--- src/rtl/pri_irq_pkg.sv ---
// Shared constants and FSM state encoding for the priority interrupt controller.
package pri_irq_pkg;

    localparam int unsigned NUM_CH = 8;
    localparam int unsigned ID_W   = 3;

    typedef enum logic {
        IDLE   = 1'b0,
        ACTIVE = 1'b1
    } state_t;

endpackage

--- src/rtl/pri_enc8.sv ---
// Combinational 8-input priority encoder; the highest set index wins.
module pri_enc8
    import pri_irq_pkg::*;
(
    input  logic [NUM_CH-1:0] in,
    output logic [ID_W-1:0]   idx,
    output logic              valid
);

    // Ascending scan so the last (highest) set bit overrides lower ones.
    always_comb begin
        idx = '0;
        for (int i = 0; i < int'(NUM_CH); i++) begin
            if (in[i]) idx = ID_W'(i);
        end
    end

    assign valid = |in;

endmodule

--- src/rtl/pri_irq_ctrl.sv ---
// Eight-channel rising-edge interrupt latch with fixed priority selection and
// a non-preemptive present/acknowledge handshake.
module pri_irq_ctrl
    import pri_irq_pkg::*;
(
    input  logic              clk,
    input  logic              rst_n,
    input  logic [NUM_CH-1:0] req,
    input  logic [NUM_CH-1:0] mask,
    input  logic              ack,
    output logic              irq,
    output logic [ID_W-1:0]   irq_id,
    output logic [NUM_CH-1:0] pending
);

    state_t              state;
    logic [NUM_CH-1:0]   req_q;
    logic [NUM_CH-1:0]   rise;
    logic [NUM_CH-1:0]   clr;
    logic [ID_W-1:0]     sel_idx;
    logic                sel_valid;

    assign rise = req & ~req_q;

    // Only the channel being presented is retired, and only while ACTIVE.
    assign clr = (state == ACTIVE && ack) ? (NUM_CH'(1) << irq_id) : '0;

    pri_enc8 u_enc (
        .in    (pending & mask),
        .idx   (sel_idx),
        .valid (sel_valid)
    );

    always_ff @(posedge clk or negedge rst_n) begin
        if (!rst_n) begin
            state   <= IDLE;
            req_q   <= '0;
            pending <= '0;
            irq     <= 1'b0;
            irq_id  <= '0;
        end else begin
            req_q   <= req;
            // A new edge on the retired channel wins over the clear.
            pending <= (pending & ~clr) | rise;
            case (state)
                IDLE: begin
                    if (sel_valid) begin
                        irq_id <= sel_idx;
                        irq    <= 1'b1;
                        state  <= ACTIVE;
                    end
                end
                ACTIVE: begin
                    if (ack) begin
                        irq   <= 1'b0;
                        state <= IDLE;
                    end
                end
                default: begin
                    irq   <= 1'b0;
                    state <= IDLE;
                end
            endcase
        end
    end

endmodule

--- config.mk ---
export PLATFORM = sky130hd
export DESIGN_NAME = pri_irq_ctrl
export DESIGN_NICKNAME = d
export VERILOG_FILES = /design/src/rtl/pri_irq_pkg.sv /design/src/rtl/pri_enc8.sv /design/src/rtl/pri_irq_ctrl.sv
export SDC_FILE = /design/constraint.sdc
export NUM_CORES = 1
export LEC_CHECK = 0
export ABC_AREA = 1
export CORE_MARGIN = 2
export CORE_UTILIZATION = 43
export CTS_CLUSTER_SIZE = 20
export DETAILED_ROUTE_END_ITERATION = 7
export MAX_ROUTING_LAYER = met4
export PLACE_DENSITY = 0.86
export SLEW_MARGIN = 25
export SYNTH_ARGS = -nofsm -noshare
export SYNTH_HDL_FRONTEND = slang
export SYNTH_SLANG_ARGS = --single-unit
export TNS_END_PERCENT = 100
--- constraint.sdc ---
create_clock -name clk -period 2 [get_ports clk]
set_input_delay 0.3 -clock clk [delete_from_list [all_inputs] [get_ports clk]]
set_output_delay 0.3 -clock clk [all_outputs]
set_load 0.03 [all_outputs]
After elaboration in Yosys (flattened, before gate mapping)
Cells that the tools add are included.
Storage, ports and cells
  output and inout port bits: 12
  register bits: 21
  input port bits: 19
Cells by class
  eq/ne operators: 2
  muxes and demuxes: 14
  reductions and logical operators: 4
  bitwise logic cells: 7
  shift operators: 1
Operator list (count)
  bitwise AND 8 bit: 3
  inverter 8 bit: 2
  2-to-1 mux 3 bit: 4
  2-to-1 mux 8 bit: 1
  bitwise OR 8 bit: 1
  OR reduction 8 bit: 1
  left shift 1 x 3 -> 8 bit (first input constant): 1
  2-to-1 mux 1 bit: 5
  2-to-1 mux 2 bit: 2
  != test 2 bit (second input constant): 2
  case mux 1 bit (2 select lines): 2
  AND reduction 2 bit: 2
  logical AND 1 bit: 1
  inverter 1 bit: 1

Depth between registers and ports, before layout
Gate-level depths: netlist of the first run.
  word-level depth: 8
  mapped depth: 7
  gate-level depth less buffers: 7

Cells and area by module
A second synthesis of the first run with hierarchy kept.
Unflattened totals
  cells, all modules: 119
  area total of the unflattened synthesis: 912.1 sq um
By module, submodules not included
  pri_irq_ctrl: area each 834.6 sq um, seq. area each 525.5 sq um, cells an instance 99, times used 1
  pri_enc8: area each 77.6 sq um, seq. area each 0.0 sq um, cells an instance 20, times used 1

Worst setup path after synthesis of the first run
OpenSTA, ideal clock, no wires.
  path kind: register to register
  start: register pending[4]
  end: register irq_id[0]
  slack: 0.827 ns
  cell stages (with the launch flop): 7
  arrival time: 1.050 ns
  clock period less this slack: 1.173 ns
  path through: dfrtp_1 nand2_2 nand2_2 nor2_2 nand2_2 a21oi_1 a21oi_2
On the way
  word-level cells in the longest chain between the ends: 5
  elaborated cells on any way between the ends: 7
Ends and longest elaborated chain
  from (decl): RTL line pri_irq_ctrl.sv:13  | output logic [NUM_CH-1:0] pending
  from (signal assigned): RTL line pri_irq_ctrl.sv:44  | pending <= (pending & ~clr) | rise;
  bitwise AND 8 bit *: RTL line pri_irq_ctrl.sv:29  | .in (pending & mask),
  2-to-1 mux 3 bit (4 in series): RTL line pri_enc8.sv:14  | if (in[i]) idx = ID_W'(i);
  to (signal assigned): RTL line pri_irq_ctrl.sv:48  | irq_id <= sel_idx;
  to (decl): RTL line pri_irq_ctrl.sv:12  | output logic [ID_W-1:0] irq_id,
Mark *: on every way between the ends. The rest lies on a longest branch, timed or not.
A chain may end at the register's enable or synchronous reset.

Worst setup path in the final report of the first run
  start: register irq_id[0]
  end: output port irq_id[0]
No word-level cell between the ends.

==> results of run 1 <==
## worst max path at each step
stage	from	to	slack, ns	cells after the start
floorplan	pending[4]	irq_id[0]	0.83	6
global placement	ack	pending[1]	0.56	5
detailed placement	ack	pending[2]	0.49	5
CTS	irq_id[0]	irq_id[0]	0.25	1
global route	irq_id[0]	irq_id[0]	0.18	1
finish	irq_id[0]	irq_id[0]	0.24	1
## routing by layer
metal	vias to the layer above	track usage, %
met5	-	-
met4	0	8.11
met2	24	32.9
li1	351	-
met3	4	2.22
met1	333	19.5
## logic make-up after synthesis
| family | count (synthesis) |
|---|---|
| compound gates | 23 |
| buf+inv | 14 |
| simple gates | 31 |
| flops | 21 |
## Yosys cell counts
cell / number / area [µm²]
sky130_fd_sc_hd__or2_1: 1 / 6.26
sky130_fd_sc_hd__nor2_1: 1 / 3.75
sky130_fd_sc_hd__nand2_4: 1 / 11.3
sky130_fd_sc_hd__a31oi_1: 1 / 6.26
sky130_fd_sc_hd__dfrtp_1: 21 / 526
sky130_fd_sc_hd__a21oi_2: 1 / 8.76
sky130_fd_sc_hd__inv_1: 14 / 52.6
sky130_fd_sc_hd__nand2_1: 21 / 78.8
sky130_fd_sc_hd__o21ai_0: 19 / 95.1
sky130_fd_sc_hd__nand3_1: 1 / 5.00
sky130_fd_sc_hd__nor2_2: 2 / 12.5
sky130_fd_sc_hd__nand2_2: 4 / 25.0
sky130_fd_sc_hd__a21oi_1: 2 / 10.0
## power by group through the flow
stage	Sequential (mW)	Combinational, mW	Clock, mW
floorplan	0.821	0.234	0
global placement	0.642	0.712	0
detailed placement	0.648	0.731	0
CTS	0.639	0.734	0.205
global route	0.655	0.795	0.224
finish	0.638	0.728	0.199
## state kept, by name, summed over array words and instances (netlist names)
name	cells
irq	1
irq_id	3
pending	8
req_q	8
state	1
## layout make-up
cell class              instances  area (µm²)  area share (%)
flip-flops and latches         21         526            43.6
repair buffers                 31         308            25.5
multi-input cells              54         263            21.8
inverters                      14        52.6            4.36
well taps                      25        31.3            2.59
clock buffers                   4        26.3            2.18
## per-stage QoR
stage | hold slack (ns) | setup slack, ns | utilization, % | total power [mW] | std cells
floorplan | 0.00441 | 0.827 | - | 1.06 | 89
global placement | 0.402 | 0.561 | 66.2 | 1.35 | 145
detailed placement | 0.413 | 0.494 | 66.2 | 1.38 | 145
CTS | 0.317 | 0.247 | 67.6 | 1.58 | 149
global route | 0.336 | 0.183 | 67.6 | 1.67 | 149
finish | 0.319 | 0.244 | 67.6 | 1.56 | 149
==> metrics.json, run 1 <==
{
  "yosysUniqueCellTypes": 13,
  "period_utilisation_layout_pct": 87.8,
  "ctsHtreeMaxLevel": 1,
  "met2_layer_wire_length_in_the_routed_design_um": 927,
  "synth.yosys.seq_area_share_pct": 62.5,
  "startpoint_type": "flip-flop",
  "outcome": "finished, final reports clean",
  "critical_path_buf_inv_count": 1,
  "timing.hold.worst.class": "input pin to asynchronous set/reset pin",
  "postSynthNetCount": 108,
  "achievable-frequency_mhz": 570,
  "wl_met3_um": 112,
  "grt_antenna_before_repair": 0,
  "slew_viol_final": 0,
  "synth-simple-area-share_pct": 17.0,
  "synth.cell_area_um2": 841,
  "r2r-start": "pending[2]",
  "route.top_layer_used": "met4",
  "crit_chain": "clkdlybuf4s50_1",
  "power.leakage_nw": 0.557,
  "dieArea_um2": 2330,
  "die_height_um": 48.2,
  "clock-sinks": 21,
  "drt_first_pass_iters": 4,
  "gp_congestion": 0.839,
  "rr_endpoint": "irq_id[0]",
  "synth_compound_gate_area_share_pct": 14.3,
  "drt-vias-per-instance": 4.78,
  "critPathMaxFanout": 5,
  "path_class": "flip-flop to output pin",
  "wl_mm": 1.72,
  "path_clk_slew_ns": 0.11,
  "fin_skew_ns": 0.00204,
  "finalCriticalPeriod_ns": 1.76,
  "dieWidth_um": 48.2,
  "num-nets-final": 144,
  "share_of_cells_above_drive_strength_1_pct": 9.68,
  "rows": 15,
  "syn-mean-instance-area_um2": 9.45,
  "worst_slew_pin_slew_ns": 0.317,
  "drt-wirelength-per-cell_um": 11.6,
  "max_slew_margin_pct": 78.8,
  "post_synth_mux_area_share_pct": 0,
  "power_frac_clock_pct": 12.7,
  "initial_core_util_pct": 47.2,
  "remaining_drc_errors": 0,
  "mostFrequentLayoutCells": "sky130_fd_sc_hd__clkdlybuf4s50_1, sky130_fd_sc_hd__nand2_1, sky130_fd_sc_hd__dfrtp_1, sky130_fd_sc_hd__o21ai_0, sky130_fd_sc_hd__inv_1",
  "critPathRequiredTime_ns": 1.70,
  "reg2regPathDepth": 7,
  "setup.reg_to_reg.worst_slack_ns": 0.86,
  "timing.max_cap.violations": 0,
  "cts-root-buf": "sky130_fd_sc_hd__clkbuf_4",
  "finish.instance_area_um2": 1210,
  "grt_start_max_net_pins": 22,
  "power_switching_share_pct": 41.7,
  "cpMaxStageDelayCell": "sky130_fd_sc_hd__clkdlybuf4s50_1",
  "endpoint_kind": "output pin",
  "dominant_combinational_cell_family_by_area_after_synthesis": "simple AND/OR/NAND/NOR gates",
  "clockBufferDepth": 2,
  "antenna_diode_count": 0,
  "vias": 712,
  "final_common_cell": "sky130_fd_sc_hd__clkdlybuf4s50_1",
  "clock_latency_ns": 0.30,
  "setup_viol": 0,
  "power.switching_mw": 0.652,
  "fin_tns_setup_ns": 0,
  "placedInstanceArea_um2": 1180,
  "detail-route-antenna-nets": 0,
  "post-cts-setup-buffers": 0,
  "number_of_global_route_vias_before_repair": 658,
  "placeableCoreArea_um2": 1780,
  "detail_route.wirelength.met1_um": 651,
  "adder_and_majority_gate_portion_of_the_synthesized_area_pct": 0,
  "tritoncts": "yes",
  "seq_power_share_pct": 40.8,
  "dp.final_hpwl_mm": 1.40,
  "yosys_warnings": 0,
  "flow.area_growth_from_synthesis_pct": 43.5,
  "ys_ff_latch": 21,
  "grt_overflow": 0,
  "fill_cells": 156,
  "tritoncts.num_buffers": 3,
  "hold_buffers": 0,
  "grtUsageTotal_pct": 18.2,
  "rsz_0062_raised_after_global_routing": "false",
  "design.portCount": 31,
  "max-vdd-ir-drop_v": 0.000605,
  "pwr_density_cell_nw_per_um2": 1300,
  "biggest_cell_delay_along_the_critical_path_ns": 0.70,
  "report.final.hold_viol_count": 0,
  "port_buffers": 30,
  "power_report.internal_total_mw": 0.913,
  "p_comb_share_pct": 46.5,
  "post_cts_resize_count": 0,
  "netlist_instances": 89,
  "grt_pass1_wl_mm": 2.73,
  "path_delay_family": "buffers and inverters",
  "count_of_routing_violations_after_the_opening_detailed_route_iteration": 2,
  "yosys.area_share.xor_xnor_pct": 0,
  "worst-endpoint-arrival_ns": 1.46
}
Power figures use the tool's default switching activity.
==> inputs of run 2 (changes only) <==
Settings changed: CORE_MARGIN 2 to 4, CTS_CLUSTER_DIAMETER set to 100.
==> metrics.json, run 2 (synthesis results as in run 1) <==
{
  "achievable-frequency_mhz": 566,
  "placeableCoreArea_um2": 1780,
  "startpoint_type": "flip-flop",
  "biggest_cell_delay_along_the_critical_path_ns": 0.70,
  "path_class": "flip-flop to output pin",
  "final_cells": 149,
  "finalCriticalPeriod_ns": 1.77,
  "clockBufferDepth": 2,
  "place_inst": 145,
  "fin_skew_ns": 0.00260,
  "endpoint_kind": "output pin",
  "final_common_cell": "sky130_fd_sc_hd__clkdlybuf4s50_1",
  "tritoncts": "yes",
  "grtUsageTotal_pct": 16.8,
  "setup.reg_to_reg.worst_slack_ns": 0.87,
  "die_height_um": 52.2,
  "cts-root-buf": "sky130_fd_sc_hd__clkbuf_4",
  "finalWorstSetupSlack_ns": 0.234,
  "power_switching_share_pct": 42.1,
  "critPathRequiredTime_ns": 1.70,
  "path_clk_slew_ns": 0.11,
  "grt_start_max_net_pins": 22,
  "post-cts-setup-buffers": 0,
  "report.final.hold_viol_count": 0,
  "post_cts_resize_count": 0,
  "design.portCount": 31,
  "rsz_0062_raised_after_global_routing": "false",
  "clock-sinks": 21,
  "grt_overflow": 0,
  "power.leakage_nw": 0.560,
  "drt-wirelength-per-cell_um": 12.4,
  "p_total_mw": 1.57,
  "power_frac_clock_pct": 13.0,
  "tritoncts.num_buffers": 3,
  "timing.max_cap.violations": 0,
  "remaining_drc_errors": 0,
  "rows": 15,
  "dieArea_um2": 2730,
  "drt_first_pass_iters": 4,
  "critical_path_buf_inv_count": 1,
  "num-nets-final": 144,
  "dieWidth_um": 52.2,
  "seq_power_share_pct": 40.7,
  "mostFrequentLayoutCells": "sky130_fd_sc_hd__clkdlybuf4s50_1, sky130_fd_sc_hd__nand2_1, sky130_fd_sc_hd__dfrtp_1, sky130_fd_sc_hd__o21ai_0, sky130_fd_sc_hd__inv_1",
  "path_delay_family": "buffers and inverters",
  "finish.instance_area_um2": 1210,
  "max_slew_margin_pct": 78.6,
  "reg2regPathDepth": 7,
  "flow.area_growth_from_synthesis_pct": 43.6,
  "fill_cells": 149,
  "antenna_diode_count": 0,
  "port_buffers": 30,
  "clock_latency_ns": 0.31,
  "pwr_density_cell_nw_per_um2": 1300,
  "crit_chain": "clkdlybuf4s50_1",
  "setup_viol": 0,
  "grt_pass1_wl_mm": 3.17,
  "placedInstanceArea_um2": 1180,
  "critPathMaxFanout": 5,
  "outcome": "finished, final reports clean",
  "cpMaxStageDelayCell": "sky130_fd_sc_hd__clkdlybuf4s50_1",
  "initial_core_util_pct": 47.2,
  "fin_tns_setup_ns": 0,
  "rr_endpoint": "irq_id[0]",
  "worst_slew_pin_slew_ns": 0.320,
  "wl_mm": 1.84,
  "hold_buffers": 0,
  "max-vdd-ir-drop_v": 0.000623,
  "r2r-start": "pending[3]",
  "dpl_worst_slack_ns": 0.497,
  "timing.hold.worst.class": "input pin to asynchronous set/reset pin",
  "share_of_cells_above_drive_strength_1_pct": 10.5,
  "ctsHtreeMaxLevel": 1,
  "number_of_global_route_vias_before_repair": 733,
  "detail-route-antenna-nets": 0,
  "period_utilisation_layout_pct": 88.3,
  "count_of_routing_violations_after_the_opening_detailed_route_iteration": 9,
  "drt-vias-per-instance": 4.79,
  "gp_congestion": 0.880,
  "worst-endpoint-arrival_ns": 1.47,
  "slew_viol_final": 0,
  "grt_antenna_before_repair": 0,
  "dp.final_hpwl_mm": 1.44,
  "reg.largest.list": "pending: 8 flops, req_q: 8 flops, irq_id: 3 flops",
  "p_comb_share_pct": 46.3,
  "power.switching_mw": 0.661,
  "power_report.internal_total_mw": 0.910,
  "vias": 714
}
## run 2: area by class of cell
class                      instances  area, µm²  share of cell area [%]
clock inverter                     1       5.00                   0.415
sequential                        21        526                    43.5
inverter                          14       52.6                    4.35
tap                               25       31.3                    2.59
multi-input combinational         54        263                    21.8
clock buffer                       3       22.5                    1.87
timing repair buffer              31        308                    25.5
## run 2: worst register-to-register path, cell delays in order, from the launching register on
cell and delay, ns:
sky130_fd_sc_hd__dfrtp_1 0.43, sky130_fd_sc_hd__nand2_1 0.08, sky130_fd_sc_hd__nand2_1 0.07, sky130_fd_sc_hd__nor2_1 0.15, sky130_fd_sc_hd__nand2_2 0.10, sky130_fd_sc_hd__nand2_4 0.09
sky130_fd_sc_hd__nor2_2 0.04, sky130_fd_sc_hd__a21oi_2 0.11
## run 2: power by group through the flow
stage | combinational, mW | clock (mW) | sequential, mW
after floorplan | 0.234 | 0 | 0.821
after global placement | 0.714 | 0 | 0.642
after detailed placement | 0.733 | 0 | 0.651
after CTS | 0.736 | 0.207 | 0.642
after global routing | 0.802 | 0.227 | 0.659
final | 0.727 | 0.204 | 0.639
## run 2: worst max path at each step
stage | from | to | slack (ns) | depth (start not counted)
finish | irq_id[0] | irq_id[0] | 0.23 | 1
global route | irq_id[1] | irq_id[1] | 0.17 | 1
CTS | irq_id[1] | irq_id[1] | 0.22 | 1
detailed placement | ack | pending[2] | 0.50 | 5
global placement | ack | pending[1] | 0.56 | 5
floorplan | pending[4] | irq_id[0] | 0.83 | 6
## run 2: per-stage QoR
step	util, %	hold slack (ns)
global placement	66.2	0.401
finish	67.7	0.317
detailed placement	66.2	0.410
CTS	67.7	0.313
floorplan	-	0.00441
global route	67.7	0.334
## run 2: per-layer routing
| layer | global-route usage, % | wire length [µm] | vias to the layer above |
|---|---|---|---|
| met3 | 4.84 | 149 | 3 |
| li1 | - | - | 352 |
| met1 | 18.1 | 719 | 337 |
| met2 | 29.3 | 949 | 22 |
| met4 | 5.96 | 25 | 0 |
| met5 | - | 0 | - |
==> inputs of run 3 (changes only) <==
Settings changed: ABC_AREA 1 to unset, CAP_MARGIN set to 10, CORE_MARGIN 4 to 2.
==> metrics.json, run 3 <==
{
  "postLayoutCoreUtil_pct": 67.7,
  "post-synth-top-area-fraction_pct": 62.5,
  "dieWidth_um": 48.2,
  "slew_viol_final": 0,
  "yosysUniqueCellTypes": 18,
  "number_of_global_route_vias_before_repair": 636,
  "fin_tns_setup_ns": 0,
  "syn-mean-instance-area_um2": 11.5,
  "yosysMostFrequentCell": "sky130_fd_sc_hd__dfrtp_1",
  "design.portCount": 31,
  "post-cts-setup-buffers": 0,
  "gp_congestion": 0.978,
  "power.leakage_nw": 0.494,
  "achievable-frequency_mhz": 552,
  "initial_core_util_pct": 47.2,
  "pwr_density_cell_nw_per_um2": 883,
  "ctsHtreeMaxLevel": 1,
  "synth_top_cell_by_area": "sky130_fd_sc_hd__dfrtp_1",
  "drt-wirelength-per-cell_um": 13.3,
  "final_common_cell": "sky130_fd_sc_hd__clkdlybuf4s50_1",
  "rows": 15,
  "cts-root-buf": "sky130_fd_sc_hd__clkbuf_4",
  "critical_path_buf_inv_count": 1,
  "final_cells": 133,
  "power_switching_share_pct": 34.0,
  "fin_skew_ns": 0.00611,
  "postSynthNetCount": 92,
  "path_class": "flip-flop to output pin",
  "die_height_um": 48.2,
  "flow.area_growth_from_synthesis_pct": 43.6,
  "placeableCoreArea_um2": 1780,
  "wl_mm": 1.77,
  "drt_first_pass_iters": 4,
  "tritoncts.num_buffers": 3,
  "drt-vias-per-instance": 5.15,
  "dieArea_um2": 2330,
  "netlist_instances": 73,
  "period_utilisation_layout_pct": 90.6,
  "finalCriticalPeriod_ns": 1.81,
  "remaining_drc_errors": 0,
  "grt_overflow": 0,
  "detail-route-antenna-nets": 0,
  "report.final.hold_viol_count": 0,
  "mostFrequentLayoutCells": "sky130_fd_sc_hd__clkdlybuf4s50_1, sky130_fd_sc_hd__dfrtp_1, sky130_fd_sc_hd__o21ai_0, sky130_fd_sc_hd__inv_1",
  "synth-edff-count": 0,
  "hold_buffers": 0,
  "tritoncts": "yes",
  "timing.hold.worst.class": "input pin to asynchronous set/reset pin",
  "synth.top_cells.by_count": "sky130_fd_sc_hd__dfrtp_1, sky130_fd_sc_hd__o21ai_0, sky130_fd_sc_hd__inv_1",
  "critPathRequiredTime_ns": 1.70,
  "num-nets-final": 128,
  "hold_slack_ns": 0.325,
  "startpoint_type": "flip-flop",
  "synth.cell_area_um2": 841,
  "path_clk_slew_ns": 0.12,
  "grt_start_max_net_pins": 22,
  "seq_power_share_pct": 50.4,
  "synth.top_cells.by_area": "sky130_fd_sc_hd__dfrtp_1, sky130_fd_sc_hd__o21ai_0, sky130_fd_sc_hd__a22oi_2",
  "cpMaxStageDelayCell": "sky130_fd_sc_hd__clkdlybuf4s50_1",
  "clockBufferDepth": 2,
  "p_total_mw": 1.07,
  "fill_cells": 140,
  "power_report.internal_total_mw": 0.703,
  "count_of_routing_violations_after_the_opening_detailed_route_iteration": 11,
  "path_delay_family": "buffers and inverters",
  "ys_async_sr_fraction_pct": 100,
  "max-vdd-ir-drop_v": 0.000574,
  "worst_slew_pin_slew_ns": 0.334,
  "clock_latency_ns": 0.30,
  "share_of_cells_above_drive_strength_1_pct": 11.1,
  "p_comb_share_pct": 30.8,
  "timing.max_cap.violations": 0,
  "dp.final_hpwl_mm": 1.39,
  "grt_pass1_wl_mm": 2.68,
  "place_inst": 129,
  "power_frac_clock_pct": 18.8,
  "clock-sinks": 21,
  "yosys_warnings": 0,
  "antenna_diode_count": 0,
  "reg.largest.list": "pending: 8 flops, req_q: 8 flops, irq_id: 3 flops",
  "worst-endpoint-arrival_ns": 1.51,
  "yosys_most_used_dff": "sky130_fd_sc_hd__dfrtp_1",
  "rsz_0062_raised_after_global_routing": "false",
  "ys_ff_latch": 21,
  "grtUsageTotal_pct": 17.7,
  "crit_chain": "clkdlybuf4s50_1",
  "biggest_cell_delay_along_the_critical_path_ns": 0.72,
  "port_buffers": 30,
  "max_slew_margin_pct": 77.7,
  "endpoint_kind": "output pin",
  "critPathMaxFanout": 7,
  "power.switching_mw": 0.363,
  "grt_antenna_before_repair": 0,
  "post_cts_resize_count": 0,
  "synth.yosys.seq_area_share_pct": 62.5,
  "setup_viol": 0,
  "outcome": "finished, final reports clean",
  "vias": 685
}
-- run 3: changes by cell type in the layout (fill, tap and decap cells not counted), moves of 2 or more --
cell                       before  now
sky130_fd_sc_hd__a22oi_2        0    4
sky130_fd_sc_hd__a32o_1         0    2
sky130_fd_sc_hd__inv_1         14    8
sky130_fd_sc_hd__nand2_1       21    4
sky130_fd_sc_hd__nand2_2        4    1
sky130_fd_sc_hd__nand2b_1       0    3
sky130_fd_sc_hd__nor2_1         1    3
sky130_fd_sc_hd__nor2_2         2    0
sky130_fd_sc_hd__o21a_1         0    2
sky130_fd_sc_hd__o21ai_0       19   13
sky130_fd_sc_hd__o31ai_1        0    2
-- run 3: routing by layer --
metal / GRT usage, % / share of wire [%] / vias to the layer above
met3: 2.59 / 6.5 / 2
li1: - / - / 332
met2: 28.7 / 50 / 25
met1: 21.4 / 43 / 326
met5: - / 0 / -
met4: 8.65 / 0.56 / 0
-- run 3: stage by stage --
step	instance area, µm²	setup slack (ns)
floorplan	841	0.717
global placement	1180	0.454
detailed placement	1180	0.416
CTS	1210	0.173
global route	1210	0.106
finish	1210	0.187
-- run 3: logic make-up (layout without fill, tap and decap cells) --
| family | Yosys count | after routing | share of synthesized area, % |
|---|---|---|---|
| and+or+nand+nor | 15 | 15 | 9.08 |
| buffers and inverters | 8 | 43 | 3.57 |
| AOI/OAI and AO/OA | 29 | 29 | 24.8 |
| DFF | 21 | 21 | 62.5 |
-- run 3: worst paths after layout --
path	endpoint	start	cells past startpoint	slack [ns]
worst max-delay path	irq_id[1]	irq_id[1]	1	0.19
worst min-delay path	irq_id[1]	rst_n	2	0.33
worst max register to register	irq	pending[7]	3	0.76
worst min register to register	pending[2]	req_q[2]	1	0.43
max in group asynchronous	req_q[1]	rst_n	2	1.46
min in group clk	pending[2]	req_q[2]	1	0.43
-- run 3: power by group through the flow --
stage                     Clock, mW  Combinational [mW]  Sequential (mW)
after detailed placement          0               0.329            0.545
after global routing          0.224               0.355            0.546
after floorplan                   0              0.0919            0.615
final                         0.200               0.328            0.538
after global placement            0               0.325            0.544
after CTS                     0.209               0.331            0.537
-- run 3: worst reg2reg max path, cell delays in order (launching register included) --
cell and delay, ns:
sky130_fd_sc_hd__dfrtp_1 0.43, sky130_fd_sc_hd__a22oi_2 0.25, sky130_fd_sc_hd__a41oi_2 0.24, sky130_fd_sc_hd__o21a_1 0.23
-- run 3: layout make-up --
type	instances	area, µm²	area share (%)
Clock buffer	3	22.5	1.87
Clock inverter	1	5.00	0.415
Inverter	8	30.0	2.49
Multi-Input combinational cell	44	285	23.6
Sequential cell	21	526	43.5
Tap cell	25	31.3	2.59
Timing Repair Buffer	31	308	25.5
==> patch 1, RTL diff (settings of run 3) <==
Take the reset off `pending` and load it in a clocked block of its own.
--- a/src/rtl/pri_irq_ctrl.sv
+++ b/src/rtl/pri_irq_ctrl.sv
@@ -37,3 +37,2 @@
             req_q   <= '0;
-            pending <= '0;
             irq     <= 1'b0;
@@ -43,3 +42,2 @@
             // A new edge on the retired channel wins over the clear.
-            pending <= (pending & ~clr) | rise;
             case (state)
@@ -66,2 +64,6 @@
 
+    always_ff @(posedge clk) begin
+        pending <= (pending & ~clr) | rise;
+    end
+
 endmodule
Formal check against the unedited RTL: not equivalent (a bounded check fails within 4 cycles, from zero or initial values and one cycle with rst_n low).
==> patch 1 against run 3 <==
Global-route usage grew 2.0 points; synthesized area shrank 4.8%; sequential share of layout area shrank 1.6 points; setup slack gained 0.0089 ns; sequential cell count is the same; count of clock-buffer cells in the layout grew 1; wire length shrank 0.79%; critical path depth is the same; hold slack gained 0.030 ns; total power shrank 0.30%; die area shrank 4.4%; cell area shrank 4.0%; largest cell class unchanged.
==> patch 1: results (changes against run 3) <==
[synth]
synth-compound-area-share_pct=26.09  ; was 24.85%
synthAdderAreaFrac_pct=0  ; unchanged
synth-xor-area-share_pct=0  ; unchanged
synth_cell_type_count=19  ; was 18
synth_area_leaders=dfrtp_1, dfxtp_1, o21ai_0  ; was dfrtp_1, o21ai_0, a22oi_2
synth.yosys.seq_area_share_pct=60.62  ; was 62.50%
synthTopCellsByCount=dfrtp_1, o21ai_0, dfxtp_1, inv_1  ; was dfrtp_1, o21ai_0, inv_1
async_flop_share_pct=61.90  ; was 100.0%

[final_layout]
nets=127  ; was 128
layout-drive-gt1-share_pct=9.346  ; was 11.11%
fill_cells=139  ; was 140
reg_top3=pending (8), req_q (8), irq_id (3)  ; unchanged

[placement]
routabilityCongestion=0.7907  ; was 0.9777
dp_slack_ns=0.4108  ; was 0.4163 ns
dpl_cell_area_sq_mm=0.001132  ; was 0.001180 sq mm
hpwl_microns=1379  ; was 1387 microns

[clocking]
clk_pin_slew_ns=0.11
worstSkewPairLatency_ns=0.30  ; about the same
root_buffer=clkbuf_4  ; unchanged
h-tree-depth=1  ; unchanged
cts.path.max_buffers=2  ; unchanged
cts_setup_buffers=0  ; unchanged

[power]
leakage_nw=0.4767  ; was 0.4937 nW
vdd_drop_max_v=0.0006906  ; was 0.0005739 V

[setup_path]
reg2regPathDepth=3  ; unchanged
worstPathArrival_ns=1.50
cp_max_fo=7  ; unchanged
r2r_slack_ns=0.81  ; was 0.76 ns
cp_top_family=buffers and inverters  ; unchanged
reg2reg_to=irq  ; unchanged
r2r-start=pending[4]  ; was pending[7]

[detailed_routing]
viasPerCell=5.197  ; was 5.150
routedWlPerCell_microns=13.30  ; was 13.31 microns
drtIter0Drc=13  ; was 11

[global_routing]
grt_max_degree=14  ; was 22
grt_pass1_wl_microns=2787  ; was 2684 microns
grt_pass1_vias=656  ; was 636
grt_usage_pct=19.64  ; was 17.68%

[sta]
fin_skew_ns=0.002568  ; was 0.006113 ns
max-slew-margin-rel_pct=60.95  ; was 77.75%
fmax_ghz=0.5544  ; was 0.5517 GHz
setup_viol=0  ; unchanged

[outcome]
status=complete, no violations  ; unchanged

[worst_hold_path]
hp-class=in2async  ; unchanged

==> patch 1: cell types whose count changed after synthesis, sizes merged <==
| cell | delta |
|---|---|
| dfrtp | -8 |
| dfxtp | +8 |
==> patch 1: metrics by stage <==
step	hold slack, ns	cells	utilization, %
floorplan	0.004409	73	-
global placement	0.4030	128	64.87
detailed placement	0.4155	128	64.87
CTS	0.3739	132	66.38
global route	0.4065	132	66.38
finish	0.3549	132	66.38
==> patch 1: power by group <==
group          switching (mW)  internal, mW
logic                   0.174         0.153
clock network           0.124        0.0778
registers              0.0603         0.474
total                   0.358         0.705
==> patch 1: layout make-up <==
| cell class | count | area (sq um) | share of cell area, % |
|---|---|---|---|
| sequential | 21 | 485.5 | 41.90 |
| timing repair buffer | 30 | 300.3 | 25.92 |
| multi-input combinational | 44 | 285.3 | 24.62 |
| tap | 25 | 31.28 | 2.700 |
| inverter | 8 | 30.03 | 2.592 |
| clock buffer | 4 | 26.28 | 2.268 |
==> patch 1: worst max path at each step <==
stage	from	end	depth (start not counted)
CTS	irq_id[1]	irq_id[1]	1
global route	irq_id[1]	irq_id[1]	1
detailed placement	mask[2]	irq	4
global placement	mask[2]	irq	4
finish	irq_id[1]	irq_id[1]	1
floorplan	pending[1]	irq_id[1]	4
==> patch 1: kinds of logic (layout without fill, tap and decap cells) <==
logic type             count (synthesis)  after routing
AOI/OAI and AO/OA                     29             29
buffers and inverters                  8             42
DFF                                   21             21
and+or+nand+nor                       15             15
==> patch 1: layer usage <==
layer  up-vias  global-route usage (%)  routed length [microns]
met3         4                   2.692                       99
met4         0                   14.44                       51
met5         -                       -                        0
li1        327                       -                        -
met2        33                   29.04                      817
met1       322                   24.32                      788
==> patch 2, RTL diff (config.mk and constraints of run 3) <==
Without the edit above. Change the package constant `NUM_CH` from 8 to 9.
--- a/src/rtl/pri_irq_pkg.sv
+++ b/src/rtl/pri_irq_pkg.sv
@@ -3,3 +3,3 @@
 
-    localparam int unsigned NUM_CH = 8;
+    localparam int unsigned NUM_CH = 9;
     localparam int unsigned ID_W   = 3;
Interface: changed (resized mask, pending and req); port bits go from 31 to 34. No check against the original RTL was run, so the function may have changed too.
==> patch 2 against run 3 <==
Setup slack improved by 0.0094 ns; cell area rose by 7.7%; largest cell class unchanged; total power rose by 4.4%; sequential cell count rose by 2; wire length rose by 29%; maximum frequency rose by 0.52%; global-route usage rose by 3.5 points; non-clock buffer count rose by 3; synthesized area rose by 7.3%.
==> patch 2: results (changes against run 3) <==
[final_layout]
nets=139  ; was 128
layout-drive-gt1-share_pct=7.692  ; was 11.11%
reg_top3=pending (9), req_q (9), irq_id (3)  ; was pending (8), req_q (8), irq_id (3)
seq_area_sq_um=575.6  ; was 525.5 sq um
fill_cells=162  ; was 140

[global_routing]
grt_pass1_wl_microns=3753  ; was 2684 microns
grt_usage_pct=21.13  ; was 17.68%
grt_max_degree=24  ; was 22
grt_pass1_vias=791  ; was 636
grt_overflow_total=0  ; unchanged

[outcome]
status=complete, no violations  ; unchanged

[placement]
place_inst=140  ; was 129
port_buffers=33  ; was 30
hpwl_microns=1774  ; was 1387 microns
dpl_cell_area_sq_mm=0.001274  ; was 0.001180 sq mm
routabilityCongestion=0.8531  ; was 0.9777
dp_slack_ns=0.1273  ; was 0.4163 ns

[synth]
synth_area_leaders=dfrtp_1, o21ai_0, inv_1  ; was dfrtp_1, o21ai_0, a22oi_2
synth_nets=100  ; was 92
synth_mux_area_share_pct=1.664  ; was 0%
synth.yosys.seq_area_share_pct=63.80  ; was 62.50%
synthTopCellsByCount=dfrtp_1, o21ai_0, inv_1  ; unchanged
synth.avg_cell_area_sq_um=11.42  ; was 11.52 sq um
yosys_most_used_dff=dfrtp_1  ; unchanged
synth_cell_type_count=20  ; was 18
synth-compound-area-share_pct=22.05  ; was 24.85%

[power]
leakage_nw=0.5510  ; was 0.4937 nW
switching_share_pct=32.91  ; was 34.04%
vdd_drop_max_v=0.0005130  ; was 0.0005739 V

[sta]
hold_ws_ns=0.3307  ; was 0.3253 ns
tightestPinTransition_ns=0.4109  ; was 0.3338 ns
fin_skew_ns=0.01297  ; was 0.006113 ns

[detailed_routing]
drtIter0Drc=31  ; was 11
drtPass1Iterations=4  ; unchanged
wl_microns=2277  ; was 1770 microns
viasPerCell=5.583  ; was 5.150
vias=804  ; was 685

[clocking]
cts.path.max_buffers=2  ; unchanged
cts-resized-gates=0  ; unchanged

[setup_path]
cp_max_fo=7  ; unchanged
r2r_slack_ns=0.39  ; was 0.76 ns
r2r-start=pending[8]  ; was pending[7]
cp_top_family=buffers and inverters  ; unchanged
reg2reg_to=irq_id[1]  ; was irq
worstPathArrival_ns=1.50

-- patch 2: cell count changes in the layout (fill, tap and decap cells not counted), sizes merged, moves of 2 or more --
cell / change
inv: +2
dfrtp: +2
clkdlybuf4s50: +3
nand2: +2
nor2: -3
o31ai: +2
-- patch 2: logic make-up after synthesis --
logic type / count (synthesis)
flops: 23
buf+inv: 10
mux: 1
simple gates: 15
compound gates: 30
-- patch 2: routing by layer --
layer	wire, microns	up-vias	GRT usage [%]	share of wire [%]
met5	0	-	-	0
met4	71	0	9.722	3.1
met3	207	12	4.848	9.1
met2	1142	54	34.89	50
met1	856	379	24.44	38
li1	-	359	-	-
-- patch 2: worst max-delay path by stage --
stage | from | endpoint | slack (ns) | cells after the start
6_report | irq_id[1] | irq_id[1] | 0.20 | 1
4_1_cts | irq_id[1] | irq_id[1] | 0.18 | 1
3_3_place_gp | mask[8] | irq_id[1] | 0.20 | 4
5_1_grt | irq_id[1] | irq_id[1] | 0.12 | 1
2_1_floorplan | pending[8] | irq_id[1] | 0.40 | 3
3_5_place_dp | mask[8] | irq_id[1] | 0.13 | 4
-- patch 2: power by group through the flow --
| stage | clock network [mW] | logic, mW | registers (mW) |
|---|---|---|---|
| finish | 0.207 | 0.332 | 0.575 |
| global route | 0.229 | 0.352 | 0.582 |
| CTS | 0.210 | 0.332 | 0.572 |
| detailed placement | 0 | 0.330 | 0.582 |
| global placement | 0 | 0.318 | 0.576 |
| floorplan | 0 | 0.0837 | 0.648 |
-- patch 2: area by class of cell --
class	instances	area share, %
tap	27	2.599
sequential	23	44.27
inverter	10	2.887
multi-input combinational	46	22.23
clock buffer	4	2.021
timing repair buffer	34	25.99
